[config.mk]
export PLATFORM = sky130hd
export DESIGN_NAME = jtkunio_gfx_arb
export DESIGN_NICKNAME = d
export VERILOG_FILES = /design/src/rtl/jtkunio_gfx_arb.sv
export SDC_FILE = /design/constraint.sdc
export NUM_CORES = 1
export LEC_CHECK = 0
export CAP_MARGIN = 20
export CORE_MARGIN = 2
export CORE_UTILIZATION = 62
export CTS_BUF_LIST = sky130_fd_sc_hd__clkbuf_8 sky130_fd_sc_hd__clkbuf_16
export DETAILED_ROUTE_END_ITERATION = 8
export DONT_BUFFER_PORTS = 1
export PLACE_DENSITY = 0.81
export REMOVE_ABC_BUFFERS = 1
export SYNTH_ARGS = -nofsm -noshare
export SYNTH_HDL_FRONTEND = slang
export SYNTH_SLANG_ARGS = --single-unit
[constraint.sdc]
create_clock -name clk -period 2.7 [get_ports clk]
set_input_delay 0.54 -clock clk [delete_from_list [all_inputs] [get_ports clk]]
set_output_delay 0.54 -clock clk [all_outputs]
set_load 0.01 [all_outputs]
[src/rtl/jtkunio_gfx_arb.sv]
// Arbitrates one 32-bit graphics ROM slot between the scroll and object fetchers.
// Each side keeps a one-word tag/data buffer so repeated reads of the same address skip the ROM.
module jtkunio_gfx_arb #(
   parameter int                SCR_AW   = 17,
   parameter int                OBJ_AW   = 18,
   parameter int                ROM_AW   = 19,
   parameter logic [ROM_AW-1:0] OBJ_BASE = 19'h20000,
   parameter int                MAXSCR   = 3
) (
   input  logic              clk,
   input  logic              rst,
   input  logic              flush,
   input  logic              scr_cs,
   input  logic [SCR_AW-1:0] scr_addr,
   output logic [31:0]       scr_data,
   output logic              scr_ok,
   input  logic              obj_cs,
   input  logic [OBJ_AW-1:0] obj_addr,
   output logic [31:0]       obj_data,
   output logic              obj_ok,
   output logic              rom_cs,
   output logic [ROM_AW-1:0] rom_addr,
   input  logic [31:0]       rom_data,
   input  logic              rom_ok,
   output logic [1:0]        st_dbg
);

   typedef enum logic [1:0] {
      IDLE   = 2'd0,
      SETTLE = 2'd1,
      WAIT   = 2'd2
   } state_t;

   state_t            state, state_nx;
   logic [SCR_AW-1:0] scr_tag;
   logic [OBJ_AW-1:0] obj_tag;
   logic [OBJ_AW-1:0] lat_addr;
   logic              scr_valid, obj_valid;
   logic              gnt_obj;
   logic [2:0]        streak;
   logic              scr_hit, obj_hit, scr_pend, obj_pend;
   logic              grant_scr, grant_obj, fill;

   assign scr_hit  = scr_valid && (scr_tag == scr_addr);
   assign obj_hit  = obj_valid && (obj_tag == obj_addr);
   assign scr_ok   = scr_cs && scr_hit;
   assign obj_ok   = obj_cs && obj_hit;
   assign scr_pend = scr_cs && !scr_hit;
   assign obj_pend = obj_cs && !obj_hit;
   assign st_dbg   = state;

   always_comb begin
      state_nx  = state;
      grant_scr = 1'b0;
      grant_obj = 1'b0;
      fill      = 1'b0;
      case (state)
         IDLE: begin
            if (scr_pend && (!obj_pend || streak < 3'(MAXSCR))) begin
               grant_scr = 1'b1;
               state_nx  = SETTLE;
            end else if (obj_pend) begin
               grant_obj = 1'b1;
               state_nx  = SETTLE;
            end
         end
         // rom_ok from a previous access may still be high here, so it is ignored
         SETTLE: state_nx = WAIT;
         WAIT: begin
            if (rom_ok) begin
               fill     = 1'b1;
               state_nx = IDLE;
            end
         end
         default: state_nx = IDLE;
      endcase
   end

   always_ff @(posedge clk or negedge rst) begin
      if (!rst) state <= IDLE;
      else      state <= state_nx;
   end

   always_ff @(posedge clk or negedge rst) begin
      if (!rst) begin
         rom_cs    <= 1'b0;
         rom_addr  <= '0;
         lat_addr  <= '0;
         gnt_obj   <= 1'b0;
         streak    <= 3'd0;
         scr_tag   <= '0;
         obj_tag   <= '0;
         scr_valid <= 1'b0;
         obj_valid <= 1'b0;
         scr_data  <= 32'd0;
         obj_data  <= 32'd0;
      end else begin
         if (grant_scr) begin
            rom_cs   <= 1'b1;
            rom_addr <= {{(ROM_AW-SCR_AW){1'b0}}, scr_addr};
            lat_addr <= {{(OBJ_AW-SCR_AW){1'b0}}, scr_addr};
            gnt_obj  <= 1'b0;
            if (!obj_pend)             streak <= 3'd0;
            else if (streak != 3'd7)   streak <= streak + 3'd1;
         end
         if (grant_obj) begin
            rom_cs   <= 1'b1;
            rom_addr <= OBJ_BASE + {{(ROM_AW-OBJ_AW){1'b0}}, obj_addr};
            lat_addr <= obj_addr;
            gnt_obj  <= 1'b1;
            streak   <= 3'd0;
         end
         if (fill) begin
            rom_cs <= 1'b0;
            if (!flush) begin
               if (gnt_obj) begin
                  obj_data  <= rom_data;
                  obj_tag   <= lat_addr;
                  obj_valid <= 1'b1;
               end else begin
                  scr_data  <= rom_data;
                  scr_tag   <= lat_addr[SCR_AW-1:0];
                  scr_valid <= 1'b1;
               end
            end
         end
         // flush outranks a fill landing in the same cycle
         if (flush) begin
            scr_valid <= 1'b0;
            obj_valid <= 1'b0;
         end
      end
   end

endmodule
Word-level counts from Yosys, hierarchy flattened
Index checks and enable logic that the tools add are counted.
- input bits: 73
- bits in registers: 145
- output and inout bits: 88
- reduce and logical (&&, ||, !) cells: 22
- magnitude comparators: 1
- multiplexer cells: 30
- equal/unequal tests: 9
- add/subtract/negate cells: 2
- bitwise logic cells: 2
- operators by type and width (kind ; number):
    2-to-1 mux 19 bit ; 2
    2-to-1 mux 18 bit ; 2
    adder 18 x 18 -> 19 bit (first input constant) ; 1
    equality test 18 bit ; 1
    2-to-1 mux 1 bit ; 18
    equality test 17 bit ; 1
    2-to-1 mux 3 bit ; 4
    AND reduction 2 bit ; 4
    logical AND 1 bit ; 7
    2-to-1 mux 2 bit ; 3
    inequality test 3 bit (second input constant) ; 2
    one-hot mux 2 bit (3 select lines) ; 1
    AND reduction 3 bit ; 2
    nonzero test 2 bit ; 3
    inequality test 2 bit (second input constant) ; 2
    adder 3 x 1 -> 3 bit (second input constant) ; 1
    zero test 1 bit ; 3
    less-than comparator 3 x 2 -> 1 bit (second input constant) ; 1
    inequality test 3 x 1 -> 1 bit (second input constant) ; 1
    nonzero test 3 bit ; 1
    equality test 2 x 1 -> 1 bit (second input constant) ; 1
    equality test 2 bit (second input constant) ; 1
    zero test 2 bit ; 1
    inverter 1 bit ; 2
    logical OR 1 bit ; 1

Logic depth before layout (Yosys ltp)
Gate-level depths: netlist of run 1.
- depth in word-level cells: 12
- gate-level depth with buffers: 9
- mapped depth without buffers: 7

Worst setup path before layout of run 1
No wires, ideal clock.
- path kind: input to register
- start point: input scr_addr[16]
- end point: register streak[1]
- buffers on the path: 1
- slack: 0.689 ns
- data required time: 2.578 ns
- stages: 7
- data arrival time: 1.890 ns
- cells stage by stage: xor2_1 -> nor4_4 -> a41oi_2 -> a211oi_2 -> buf_6 -> nor3_2 -> a32o_1
- word-level cells in the longest chain between the ends: 9
- RTL lines (item ; line ; text):
    start: declaration ; 14 ; input logic [SCR_AW-1:0] scr_addr,
    equality test 17 bit * ; 44 ; assign scr_hit = scr_valid && (scr_tag == scr_addr);
    logical AND 1 bit * ; 44 ;
    zero test 1 bit * ; 48 ; assign scr_pend = scr_cs && !scr_hit;
    logical AND 1 bit * ; 48 ;
    logical AND 1 bit * ; 59 ; if (scr_pend && (!obj_pend || streak < 3'(MAXSCR))) begin
    2-to-1 mux 1 bit ; 59 ;
    2-to-1 mux 1 bit ; 57 ; case (state)
    inequality test 3 x 1 -> 1 bit (no line) / nonzero test 2 bit (equally long branches) ; - ;
    AND reduction 2 bit (no line) ; - ;
    end signal: assignment ; 104 ; else if (streak != 3'd7) streak <= streak + 3'd1;
    end: declaration ; 40 ; logic [2:0] streak;
Mark *: on every way between the ends. The rest lies on a longest branch, timed or not.
A chain may end at the register's enable or synchronous reset.

Final worst setup path of run 1
- start point: register obj_tag[11]
- end point: output obj_ok
- word-level cells in the longest chain between the ends: 3
- RTL lines (item ; line ; text):
    start: declaration ; 36 ; logic [OBJ_AW-1:0] obj_tag;
    start signal: assignment ; 118 ; obj_tag <= lat_addr;
    equality test 18 bit ; 45 ; assign obj_hit = obj_valid && (obj_tag == obj_addr);
    logical AND 1 bit ; 45 ;
    logical AND 1 bit ; 47 ; assign obj_ok = obj_cs && obj_hit;
    end: declaration ; 20 ; output logic obj_ok,
No other way between the ends.

==> results of run 1 <==
==> worst reg2reg max path: cells and delay by family, from the launching register on <==
kind	cells	cell delay [ns]
XOR/XNOR	1	0.20
AO/OA/AOI/OAI	3	0.74
AND/OR/NAND/NOR	3	0.69
flip-flops	1	0.39
buffers and inverters	1	0.27
==> how the worst min path moves through the flow <==
stage / slack (ns) / depth (start not counted) / endpoint
after CTS: -0.29 / 0 / obj_data[19]
after global routing: -0.30 / 0 / obj_data[3]
after global placement: 0.25 / 0 / st_dbg[1]
final: -0.27 / 0 / st_dbg[1]
after floorplan: 0.24 / 0 / gnt_obj
after detailed placement: 0.25 / 0 / st_dbg[1]
==> where the power goes <==
group	internal [W]	total [W]	switching, W
combinational	0.000991	0.00169	0.000698
clock	0.00123	0.00209	0.000862
sequential	0.00283	0.00386	0.00103
==> routing by layer <==
metal	vias up	global-route usage (%)	wire length, um
li1	1410	-	-
met1	1645	30.5	4320
met2	131	39.6	5660
met3	8	11.3	1180
met4	0	7.58	102
met5	-	0	0
==> state kept, by name, summed over array words and instances (netlist names), 2 cells and up <==
register  flops
obj_data     32
rom_addr     19
st_dbg        2
scr_data     32
streak        3
obj_tag      18
scr_tag      17
==> area by class of cell <==
class	instances	area [um2]
Inverter	7	26.3
Sequential cell	127	3180
Clock buffer	17	414
Multi-Input combinational cell	247	2070
Timing Repair Buffer	8	72.6
Fill cell	542	2270
Clock inverter	14	135
Tap cell	105	131
==> Yosys cell counts (4+ instances only) <==
| cell | n | area [um2] |
|---|---|---|
| sky130_fd_sc_hd__inv_1 | 7 | 26.3 |
| sky130_fd_sc_hd__a31oi_1 | 17 | 106 |
| sky130_fd_sc_hd__mux2_2 | 99 | 1110 |
| sky130_fd_sc_hd__nor2_1 | 19 | 71.3 |
| sky130_fd_sc_hd__dfrtp_1 | 127 | 3180 |
| sky130_fd_sc_hd__o21ai_0 | 4 | 20.0 |
| sky130_fd_sc_hd__xor2_1 | 7 | 61.3 |
| sky130_fd_sc_hd__nand2_1 | 37 | 139 |
| sky130_fd_sc_hd__nand4_1 | 8 | 50.1 |
| sky130_fd_sc_hd__clkbuf_1 | 11 | 41.3 |
| sky130_fd_sc_hd__buf_2 | 7 | 35.0 |
| sky130_fd_sc_hd__xnor2_1 | 28 | 245 |
==> cells by family after synthesis <==
kind of cell             share of synthesized area (%)
multiplexers                                      20.8
AND/OR/NAND/NOR                                   6.76
buffers and inverters                             2.33
XOR/XNOR                                          5.71
AO/OA/AOI/OAI                                     4.80
adder cells (fa/ha/maj)                          0.466
flip-flops                                        59.2
==> through the flow <==
stage | std cells | worst slack, ns | power (W)
detailed placement | 494 | 0.290 | 0.00556
global route | 525 | 0.0723 | 0.00806
global placement | 494 | 0.341 | 0.00544
floorplan | 381 | -1.96 | 0.00503
finish | 525 | 0.164 | 0.00764
CTS | 525 | 0.165 | 0.00769
==> results.txt, run 1 <==
----------------------------------------------------
[Floorplan]
  Initial Util ... 64.7%
  Height of the chip ... 97.1 um
  Placement row count ... 33
  I/O Pins ... 161
  Die area ... 9420 um2
  X dimension of the die ... 97.1 um
  Placeable core area ... 8300 um2

[Clocking]
  Sink Count ... 127
  Num CTS Buffers ... 17
  Maximum clock path buffer count ... 2
  H-tree Lvls ... 4
  Clock latency of the later-clocked register in the worst-skew pair ... 0.51 ns
  Buffer type at the clock tree root ... sky130_fd_sc_hd__clkbuf_8
  CTS tree ... yes
  Reg clk slew, reported paths ... 0.06 ns
  Count of cells resized by post-cts repair ... 0
  Setup bufs post-CTS ... 0

[Pwr]
  IR Drop Worst-Case VDD ... 672 uV
  Leak ... 2.63 nW
  Power Density ... 1270 nW/um2

[Synth]
  Ys Warns ... 0
  Number of synthesized register bits ... 127
  Synth async-reset ratio ... 100%
  EDFF count, synth ... 0
  Post-synthesis sequential area ratio ... 59.2%
  Cell count after synthesis ... 401
  Synth Cell Area ... 5370 um2
  Library cells used by synthesis ... 36
  Synthesized area per cell ... 13.4 um2
  Dominant synthesized flop cell ... sky130_fd_sc_hd__dfrtp_1

[Final layout]
  Layout Cell Area excl Fill ... 6030 um2
  Final Net Count ... 483
  Share of cells above drive strength 1 ... 35.7%
  Commonest cells after routing, fill and taps aside ... sky130_fd_sc_hd__dfrtp_1, sky130_fd_sc_hd__mux2_2, sky130_fd_sc_hd__nand2_1
  Number of inserted diodes ... 0
  Most common library cell in the layout ignoring fill and taps ... sky130_fd_sc_hd__dfrtp_1
  Utilization after layout ... 72.7%
  Layout Area Growth over Synthesis ... 12.3%

[Timing]
  Peak clock frequency supported by timing ... 394 MHz
  Worst Max-Slew Pin Slew ... 0.465 ns
  Min Clock Period, post-route ... 2.54 ns
  Ratio of final minimum period to clock period ... 93.9%
  Worst Hold Margin ... -0.266 ns
  RSZ-0062 raised after global routing ... false
  Finish-stage setup viols ... 0
  Final slew viol count ... 0
  Hold Fails Final Rpt ... 127
  Worst-case headroom to the max-slew limit ... 69.0%
  Setup tns final ... 0 ns
  Clock skew ... 0.0118 ns

[Placed design]
  Instance area at placement ... 5480 um2
  Port Buffer Count ... 0
  Sum of net half-perimeters after detailed placement ... 7.61 mm
  Final weighted congestion in routability-driven placement ... 0.756

[Setup path]
  Worst-case reg-to-reg path depth ... 8
  Launch instance of the worst register-to-register path ... obj_tag[11]
  Worst path depth ... 4
  Req. time, crit path ... 2.16 ns
  Startpoint-to-endpoint class of the critical path ... register to primary output
  Critical path buffer and inverter count ... 0
  Maximum cell stage delay along the critical path ... 0.42 ns
  Capturing instance or port of the critical path ... obj_ok
  Worst path cell trace ... xnor2_1, nand4_1, nor4_2, and3_1
  Critical register-to-register path endpoint ... rom_addr[7]
  FF-to-FF setup slack ... 0.33 ns
  CP top delay family ... simple AND/OR/NAND/NOR gates
  Slowest stage cell on the critical path ... sky130_fd_sc_hd__nor4_2
  Critical path origin ... obj_tag[11]
  Critical Path Source Type ... register
  Category of the worst setup path capture point ... primary output
  Worst path arrival time ... 2.00 ns
  Maximum fanout encountered on the critical timing path ... 3

[Routing]
  Number of detailed-route iterations in the first pass ... 4
  Detailed-route wire length per cell ... 21.4 um
  Number of design rule violations left after detail routing ... 0
  DRC marker count from the first detailed-route iteration ... 183
  Wirelength, routed ... 11.3 mm
  Vias ... 3,194
  Vias per inst ... 6.08
  Number of nets with antenna violations after routing ... 0

[Global route]
  GRT Overall Usage ... 24.8%
  Number of antenna violations at the first check in global routing ... 0
  Maximum number of pins on one net before global-route repair ... 128
  Aggregate global routing overflow ... 0
  Wire length of the first global-routing pass ... 18.2 mm
  Via count of the first global-routing pass ... 3,482

[Status]
  Failing checks ... hold timing
  Outcome ... finished, violations left

[Hold path]
  Path category of the worst min-delay check ... input pin to async pin

[Flow run]
  Max-cap viol count ... 0

----------------------------------------------------
Power figures use the tool's default switching activity.
==> run 2, diff against run 1 <==
Settings changed: ABC_AREA set to 1, CTS_CLUSTER_SIZE set to 16.
==> run 2 against run 1 <==
Against the previous run:
- the run still ends with hold timing left
- clock power is 2% higher
- area after synthesis is 7.3% higher
- total power hardly changed
- fmax is 1.5% higher
- clock-buffer cell count is 1 higher
- critical endpoint unchanged
- highest routed layer unchanged
==> results.txt, run 2 <==
----------------------------------------------------
[Final layout]
  Most common library cell in the layout ignoring fill and taps ... sky130_fd_sc_hd__nand2_1 (was sky130_fd_sc_hd__dfrtp_1)
  Largest registers in the final layout ... obj_data (32), scr_data (32), rom_addr (19) (unchanged)
  Area used by sequential logic in the layout ... 3180 um2 (unchanged)
  Share of cells above drive strength 1 ... 7.00% (was 35.7%)
  Number of inserted diodes ... 0 (unchanged)
  FILL cells ... 747 (was 542)
  Commonest cells after routing, fill and taps aside ... sky130_fd_sc_hd__nand2_1, sky130_fd_sc_hd__dfrtp_1, sky130_fd_sc_hd__inv_1, sky130_fd_sc_hd__o21ai_0, sky130_fd_sc_hd__nor2_1 (was sky130_fd_sc_hd__dfrtp_1, sky130_fd_sc_hd__mux2_2, sky130_fd_sc_hd__nand2_1)
  Multi-input logic area ... 2030 um2 (was 2070 um2)
  Post-route insts no fill ... 840 (was 525)
  Layout Area Growth over Synthesis ... 10.3% (was 12.3%)
  Final Net Count ... 791 (was 483)

[Synth]
  Library cell with the highest instance count after synthesis ... sky130_fd_sc_hd__nand2_1 (was sky130_fd_sc_hd__dfrtp_1)
  Number of synthesized register bits ... 127 (unchanged)
  Synth top cells by count ... sky130_fd_sc_hd__nand2_1, sky130_fd_sc_hd__dfrtp_1, sky130_fd_sc_hd__o21ai_0 (was sky130_fd_sc_hd__dfrtp_1, sky130_fd_sc_hd__mux2_2, sky130_fd_sc_hd__nand2_1)
  Synth Cell Area ... 5760 um2 (was 5370 um2)
  Dominant synthesized flop cell ... sky130_fd_sc_hd__dfrtp_1 (unchanged)
  Synth async-reset ratio ... 100% (unchanged)
  Cell taking the most area after synthesis ... sky130_fd_sc_hd__dfrtp_1 (unchanged)
  Area share of the largest cell type after synthesis ... 55.1% (was 59.2%)
  Library cells used by synthesis ... 29 (was 36)
  Post-synthesis sequential area ratio ... 55.1% (was 59.2%)
  EDFF count, synth ... 0 (unchanged)
  Cell count after synthesis ... 720 (was 401)
  Synthesized area per cell ... 8.01 um2 (was 13.4 um2)
  Top cells by area, synth ... sky130_fd_sc_hd__dfrtp_1, sky130_fd_sc_hd__nand2_1, sky130_fd_sc_hd__o21ai_0, sky130_fd_sc_hd__inv_1, sky130_fd_sc_hd__nor2_1 (was sky130_fd_sc_hd__dfrtp_1, sky130_fd_sc_hd__mux2_2, sky130_fd_sc_hd__xnor2_1, sky130_fd_sc_hd__nand2_1, sky130_fd_sc_hd__a31oi_1)
  Ys Warns ... 0 (unchanged)

[Routing]
  Wirelength, routed ... 13.7 mm (was 11.3 mm)
  Number of detailed-route iterations in the first pass ... 6 (was 4)
  DRC marker count from the first detailed-route iteration ... 215 (was 183)
  Number of design rule violations left after detail routing ... 0 (unchanged)
  Vias ... 4,612 (was 3,194)
  Vias per inst ... 5.49 (was 6.08)
  Detailed-route wire length per cell ... 16.3 um (was 21.4 um)
  Number of nets with antenna violations after routing ... 0 (unchanged)

[Timing]
  RSZ-0062 raised after global routing ... false (unchanged)
  Setup tns final ... 0 ns (unchanged)
  Ratio of final minimum period to clock period ... 92.6% (was 93.9%)
  Hold Fails Final Rpt ... 127 (unchanged)
  Min Clock Period, post-route ... 2.50 ns (was 2.54 ns)
  Peak clock frequency supported by timing ... 400 MHz (was 394 MHz)
  Finish-stage setup viols ... 0 (unchanged)
  PnR worst setup slack ... 0.201 ns (was 0.164 ns)
  Final slew viol count ... 0 (unchanged)
  Worst Hold Margin ... -0.277 ns (was -0.266 ns)
  Worst-case headroom to the max-slew limit ... 64.8% (was 69.0%)
  Clock skew ... 0.0112 ns (was 0.0118 ns)
  Worst Max-Slew Pin Slew ... 0.528 ns (was 0.465 ns)

[Pwr]
  Leak ... 3.39 nW (was 2.63 nW)
  Combinational share of power ... 23.1% (was 22.1%)
  Sequential share of power ... 49.1% (was 50.5%)
  P_int ... 0.00467 W (was 0.00505 W)
  Switch share ... 38.9% (was 33.9%)
  IR Drop Worst-Case VDD ... 618 uV (was 672 uV)
  Power Density ... 1200 nW/um2 (was 1270 nW/um2)
  Portion of total power attributed to the clock network ... 27.8% (was 27.4%)
  Net load switching power ... 0.00298 W (was 0.00259 W)

[Status]
  Outcome ... finished, violations left (unchanged)
  Failing checks ... hold timing (unchanged)

[Placed design]
  Port Buffer Count ... 0 (unchanged)
  Final weighted congestion in routability-driven placement ... 0.887 (was 0.756)
  Cells after DPL ... 808 (was 494)
  Pre-CTS WS ... 0.568 ns (was 0.290 ns)
  Sum of net half-perimeters after detailed placement ... 9.32 mm (was 7.61 mm)

[Floorplan]
  X dimension of the die ... 100 um (was 97.1 um)
  Die area ... 10,100 um2 (was 9420 um2)
  Initial Util ... 63.3% (was 64.7%)
  Placeable core area ... 9110 um2 (was 8300 um2)
  I/O Pins ... 161 (unchanged)
  Placement row count ... 35 (was 33)
  Height of the chip ... 100 um (was 97.1 um)

[Clocking]
  Num CTS Buffers ... 17 (unchanged)
  Clock latency of the later-clocked register in the worst-skew pair ... 0.51 ns (about the same)
  Maximum clock path buffer count ... 2 (unchanged)
  CTS tree ... yes (unchanged)
  Sink Count ... 127 (unchanged)
  H-tree Lvls ... 4 (unchanged)
  Buffer type at the clock tree root ... sky130_fd_sc_hd__clkbuf_8 (unchanged)
  Reg clk slew, reported paths ... 0.07 ns (was 0.06 ns)

[Hold path]
  Path category of the worst min-delay check ... input pin to async pin (unchanged)

[Global route]
  GRT Overall Usage ... 28.3% (was 24.8%)
  Wire length of the first global-routing pass ... 22.2 mm (was 18.2 mm)
  Aggregate global routing overflow ... 0 (unchanged)
  Maximum number of pins on one net before global-route repair ... 128 (unchanged)
  Via count of the first global-routing pass ... 4,586 (was 3,482)
  Number of antenna violations at the first check in global routing ... 0 (unchanged)

[Setup path]
  Maximum fanout encountered on the critical timing path ... 2 (was 3)
  Critical Path Source Type ... register (unchanged)
  Req. time, crit path ... 2.16 ns (about the same)
  Worst path arrival time ... 1.96 ns (was 2.00 ns)
  Startpoint-to-endpoint class of the critical path ... register to primary output (unchanged)
  Category of the worst setup path capture point ... primary output (unchanged)

[Flow run]
  Max-cap viol count ... 0 (unchanged)

----------------------------------------------------
run 2: cell type report:
type	instances	area share (%)
flip-flops and latches	127	50.0
well taps	111	2.18
inverters	112	6.69
multi-input cells	454	31.9
clock inverters	14	2.09
clock buffers	18	6.73
repair buffers	4	0.472
run 2: what timing repair did:
item | CTS | global route
endpoints found under the setup margin | 0 | 1
endpoints found under the hold margin | 127 | 127
resized for setup | 0 | 1
buffers inserted | 0 | 0
run 2: metrics by stage:
step	util, %	instance area [um2]	total power, W
after floorplan	-	5620	0.00490
after global placement	63.6	5790	0.00536
after detailed placement	63.6	5790	0.00551
after CTS	69.8	6350	0.00767
after global routing	69.8	6360	0.00819
final	69.8	6360	0.00764
run 2: cell families (layout without fill, tap and decap cells):
| kind of cell | count (synthesis) | count (layout) | share of synthesized area, % |
|---|---|---|---|
| xor gates and xnor gates | 5 | 5 | 0.760 |
| DFF | 127 | 127 | 55.1 |
| buffers and inverters | 139 | 148 | 9.90 |
| and+or+nand+nor | 311 | 311 | 21.8 |
| adders and majority gates | 2 | 2 | 0.434 |
| AOI/OAI and AO/OA | 136 | 136 | 12.0 |
run 2: routing by layer:
layer | vias up | share of wire, % | GRT usage (%) | routed length, um
met5 | - | 0 | 0 | 0
met4 | 0 | 2.8 | 11.1 | 381
met3 | 35 | 10 | 11.1 | 1390
met2 | 213 | 48 | 45.9 | 6560
met1 | 2153 | 39 | 34.4 | 5340
li1 | 2211 | - | - | -
run 2: path summary, 6_finish.rpt:
kind                            slack (ns)  cells after the start           end          from
worst max-delay path                  0.20                      5        obj_ok   obj_tag[10]
worst max register to register        0.61                      6  obj_data[18]     st_dbg[1]
min in group clk                      0.11                      1  rom_addr[17]  obj_addr[17]
worst min register to register        0.49                      2    obj_tag[0]    obj_tag[0]
max in group asynchronous             2.79                      0  scr_data[23]           rst
worst min-delay path                 -0.28                      0    scr_tag[2]           rst
run 2: worst max-delay path, stage by stage (launching register included):
cell,delay [ns]
sky130_fd_sc_hd__dfrtp_1,0.40
sky130_fd_sc_hd__xnor2_1,0.23
sky130_fd_sc_hd__nand3_1,0.18
sky130_fd_sc_hd__nor4_2,0.21
sky130_fd_sc_hd__nand4_1,0.20
sky130_fd_sc_hd__nor2_1,0.24
run 2: power by group through the flow:
stage | Combinational (W) | Clock [W] | Sequential [W]
after global routing | 0.00209 | 0.00225 | 0.00386
after detailed placement | 0.00176 | 0 | 0.00376
final | 0.00177 | 0.00213 | 0.00375
after CTS | 0.00176 | 0.00215 | 0.00376
after floorplan | 0.00137 | 0 | 0.00354
after global placement | 0.00163 | 0 | 0.00373
==> run 3, diff against run 2 <==
Settings changed: CORE_UTILIZATION 62 to 41, CTS_BUF_LIST sky130_fd_sc_hd__clkbuf_8 sky130_fd_sc_hd__clkbuf_16 to sky130_fd_sc_hd__clkbuf_4 sky130_fd_sc_hd__clkbuf_8 sky130_fd_sc_hd__clkbuf_16, PLACE_DENSITY 0.81 to 0.58.
==> run 3 against run 2 <==
Against the previous run:
- the flow still finishes with violations (hold timing)
- wire length is 2.5% higher
- utilization is 23 points lower
- first-iteration DRC count is 7.0% higher
- die area is 49% higher
- combinational power hardly changed
- via count is 3.7% lower
- sequential cell count stayed put
- global-route usage is 8.3 points lower
- sequential share of layout area is 0.67 points lower
- register-to-register slack better by 0.13 ns
- setup slack better by 0.18 ns
- largest cell class unchanged
==> results.txt, run 3 (synthesis results as in run 2) <==
----------------------------------------------------
[Clocking]
  Setup bufs post-CTS ... 0 (unchanged)
  CTS tree ... yes (unchanged)
  Count of cells resized by post-cts repair ... 0 (unchanged)
  Buffer type at the clock tree root ... sky130_fd_sc_hd__clkbuf_16 (was sky130_fd_sc_hd__clkbuf_8)
  Maximum clock path buffer count ... 2 (unchanged)
  H-tree Lvls ... 4 (unchanged)
  Sink Count ... 127 (unchanged)
  Clock latency of the later-clocked register in the worst-skew pair ... 0.41 ns (was 0.51 ns)
  Reg clk slew, reported paths ... 0.06 ns (was 0.07 ns)
  Num CTS Buffers ... 17 (unchanged)

[Final layout]
  Share of cells above drive strength 1 ... 6.87% (was 7.00%)
  Final Net Count ... 790 (was 791)
  Area used by sequential logic in the layout ... 3180 um2 (unchanged)
  Multi-input logic area ... 2020 um2 (was 2030 um2)
  Number of inserted diodes ... 0 (unchanged)
  Largest registers in the final layout ... obj_data (32), scr_data (32), rom_addr (19) (unchanged)
  Commonest cells after routing, fill and taps aside ... sky130_fd_sc_hd__nand2_1, sky130_fd_sc_hd__dfrtp_1, sky130_fd_sc_hd__o21ai_0 (was sky130_fd_sc_hd__nand2_1, sky130_fd_sc_hd__dfrtp_1, sky130_fd_sc_hd__inv_1, sky130_fd_sc_hd__o21ai_0, sky130_fd_sc_hd__nor2_1)
  Utilization after layout ... 46.6% (was 69.8%)
  Layout Area Growth over Synthesis ... 11.8% (was 10.3%)
  FILL cells ... 1,359 (was 747)
  Layout Cell Area excl Fill ... 6450 um2 (was 6360 um2)
  Most common library cell in the layout ignoring fill and taps ... sky130_fd_sc_hd__nand2_1 (unchanged)

[Setup path]
  CP top delay family ... simple AND/OR/NAND/NOR gates (unchanged)
  Slowest stage cell on the critical path ... sky130_fd_sc_hd__dfrtp_1 (unchanged)
  Worst path cell trace ... inv_1, nand2_1, nand2_1, nor2_1, nand2_1, nor2_1, nand3_1, nor2_1 (was xnor2_1, nand3_1, nor4_2, nand4_1, nor2_1)
  Maximum cell stage delay along the critical path ... 0.36 ns (was 0.40 ns)
  Critical path buffer and inverter count ... 1 (was 0)
  Worst path depth ... 8 (was 5)
  Critical Path Source Type ... register (unchanged)
  Worst path arrival time ... 1.78 ns (was 1.96 ns)
  Capturing instance or port of the critical path ... scr_ok (was obj_ok)
  Critical path origin ... scr_tag[2] (was obj_tag[10])
  Category of the worst setup path capture point ... primary output (unchanged)
  Critical register-to-register path endpoint ... rom_addr[17] (was obj_data[18])
  Worst-case reg-to-reg path depth ... 9 (was 6)
  Maximum fanout encountered on the critical timing path ... 3 (was 2)
  Startpoint-to-endpoint class of the critical path ... register to primary output (unchanged)
  Launch instance of the worst register-to-register path ... scr_tag[5] (was st_dbg[1])
  FF-to-FF setup slack ... 0.74 ns (was 0.61 ns)
  Req. time, crit path ... 2.16 ns (about the same)

[Floorplan]
  X dimension of the die ... 123 um (was 100 um)
  Placeable core area ... 13,800 um2 (was 9110 um2)
  Die area ... 15,000 um2 (was 10,100 um2)
  Height of the chip ... 123 um (was 100 um)
  Initial Util ... 41.7% (was 63.3%)
  Placement row count ... 43 (was 35)
  I/O Pins ... 161 (unchanged)

[Global route]
  Number of antenna violations at the first check in global routing ... 0 (unchanged)
  Aggregate global routing overflow ... 0 (unchanged)
  Maximum number of pins on one net before global-route repair ... 128 (unchanged)
  Wire length of the first global-routing pass ... 23.1 mm (was 22.2 mm)
  GRT Overall Usage ... 20.1% (was 28.3%)
  Via count of the first global-routing pass ... 4,603 (was 4,586)

[Routing]
  Number of detailed-route iterations in the first pass ... 4 (was 6)
  Number of nets with antenna violations after routing ... 0 (unchanged)
  Vias per inst ... 4.89 (was 5.49)
  Number of design rule violations left after detail routing ... 0 (unchanged)
  Vias ... 4,440 (was 4,612)
  Detailed-route wire length per cell ... 15.4 um (was 16.3 um)
  DRC marker count from the first detailed-route iteration ... 230 (was 215)
  Wirelength, routed ... 14.0 mm (was 13.7 mm)

[Placed design]
  Final weighted congestion in routability-driven placement ... 0.910 (was 0.887)
  Port Buffer Count ... 0 (unchanged)
  Sum of net half-perimeters after detailed placement ... 9.80 mm (was 9.32 mm)
  Instance area at placement ... 5880 um2 (was 5790 um2)

[Timing]
  Setup tns final ... 0 ns (unchanged)
  Worst Max-Slew Pin Slew ... 0.624 ns (was 0.528 ns)
  Peak clock frequency supported by timing ... 432 MHz (was 400 MHz)
  Worst-case headroom to the max-slew limit ... 58.4% (was 64.8%)
  Final slew viol count ... 0 (unchanged)
  Min Clock Period, post-route ... 2.32 ns (was 2.50 ns)
  Ratio of final minimum period to clock period ... 85.8% (was 92.6%)
  Worst Hold Margin ... -0.182 ns (was -0.277 ns)
  Clock skew ... 0.00669 ns (was 0.0112 ns)
  Hold Fails Final Rpt ... 127 (unchanged)
  Finish-stage setup viols ... 0 (unchanged)
  RSZ-0062 raised after global routing ... false (unchanged)

[Pwr]
  Power Density ... 1180 nW/um2 (was 1200 nW/um2)
  IR Drop Worst-Case VDD ... 534 uV (was 618 uV)
  Leak ... 3.38 nW (was 3.39 nW)

[Hold path]
  Path category of the worst min-delay check ... input pin to async pin (unchanged)

[Status]
  Outcome ... finished, violations left (unchanged)
  Failing checks ... hold timing (unchanged)

[Flow run]
  Max-cap viol count ... 0 (unchanged)

----------------------------------------------------
[run 3: worst min-delay path by stage]
stage	endpoint	slack (ns)
global route	rom_addr[2]	-0.21
CTS	rom_addr[2]	-0.20
global placement	scr_tag[1]	0.25
floorplan	gnt_obj	0.24
finish	rom_addr[2]	-0.18
detailed placement	scr_tag[2]	0.25
[run 3: cell type report]
cell class | count | share of cell area (%)
Clock inverter | 15 | 2.12
Multi-Input combinational cell | 454 | 31.3
Inverter | 112 | 6.60
Clock buffer | 17 | 6.60
Timing Repair Buffer | 3 | 0.543
Sequential cell | 127 | 49.3
Tap cell | 180 | 3.49
[run 3: metal layers]
layer  track usage, %  part of all wire, %
met5                0                    0
met4             8.55                  2.5
met3             9.43                   10
met2             32.1                   46
met1             23.1                   42
[run 3: metrics by stage]
stage	hold slack, ns	worst slack [ns]	cells	total power, W
after global placement	0.248	0.633	876	0.00543
after CTS	-0.205	0.364	908	0.00772
final	-0.182	0.384	908	0.00763
after global routing	-0.209	0.200	908	0.00826
after floorplan	0.244	0.227	693	0.00490
after detailed placement	0.248	0.567	876	0.00552
[run 3: worst register-to-register path, cell delays in order, from the launching register on]
cell	delay, ns
sky130_fd_sc_hd__dfrtp_1	0.39
sky130_fd_sc_hd__or2_0	0.24
sky130_fd_sc_hd__o211ai_1	0.09
sky130_fd_sc_hd__nor2_1	0.11
sky130_fd_sc_hd__nand3_1	0.15
sky130_fd_sc_hd__nand3_1	0.13
sky130_fd_sc_hd__nand2_4	0.31
sky130_fd_sc_hd__clkinv_4	0.25
sky130_fd_sc_hd__nand2_1	0.13
sky130_fd_sc_hd__o21ai_2	0.05
[run 3: power breakdown]
group	leakage, nW	switching (W)	internal (W)	total (W)
registers	1.61	0.000966	0.00276	0.00373
clock network	0.266	0.000894	0.00127	0.00217
logic	1.51	0.00109	0.000649	0.00174
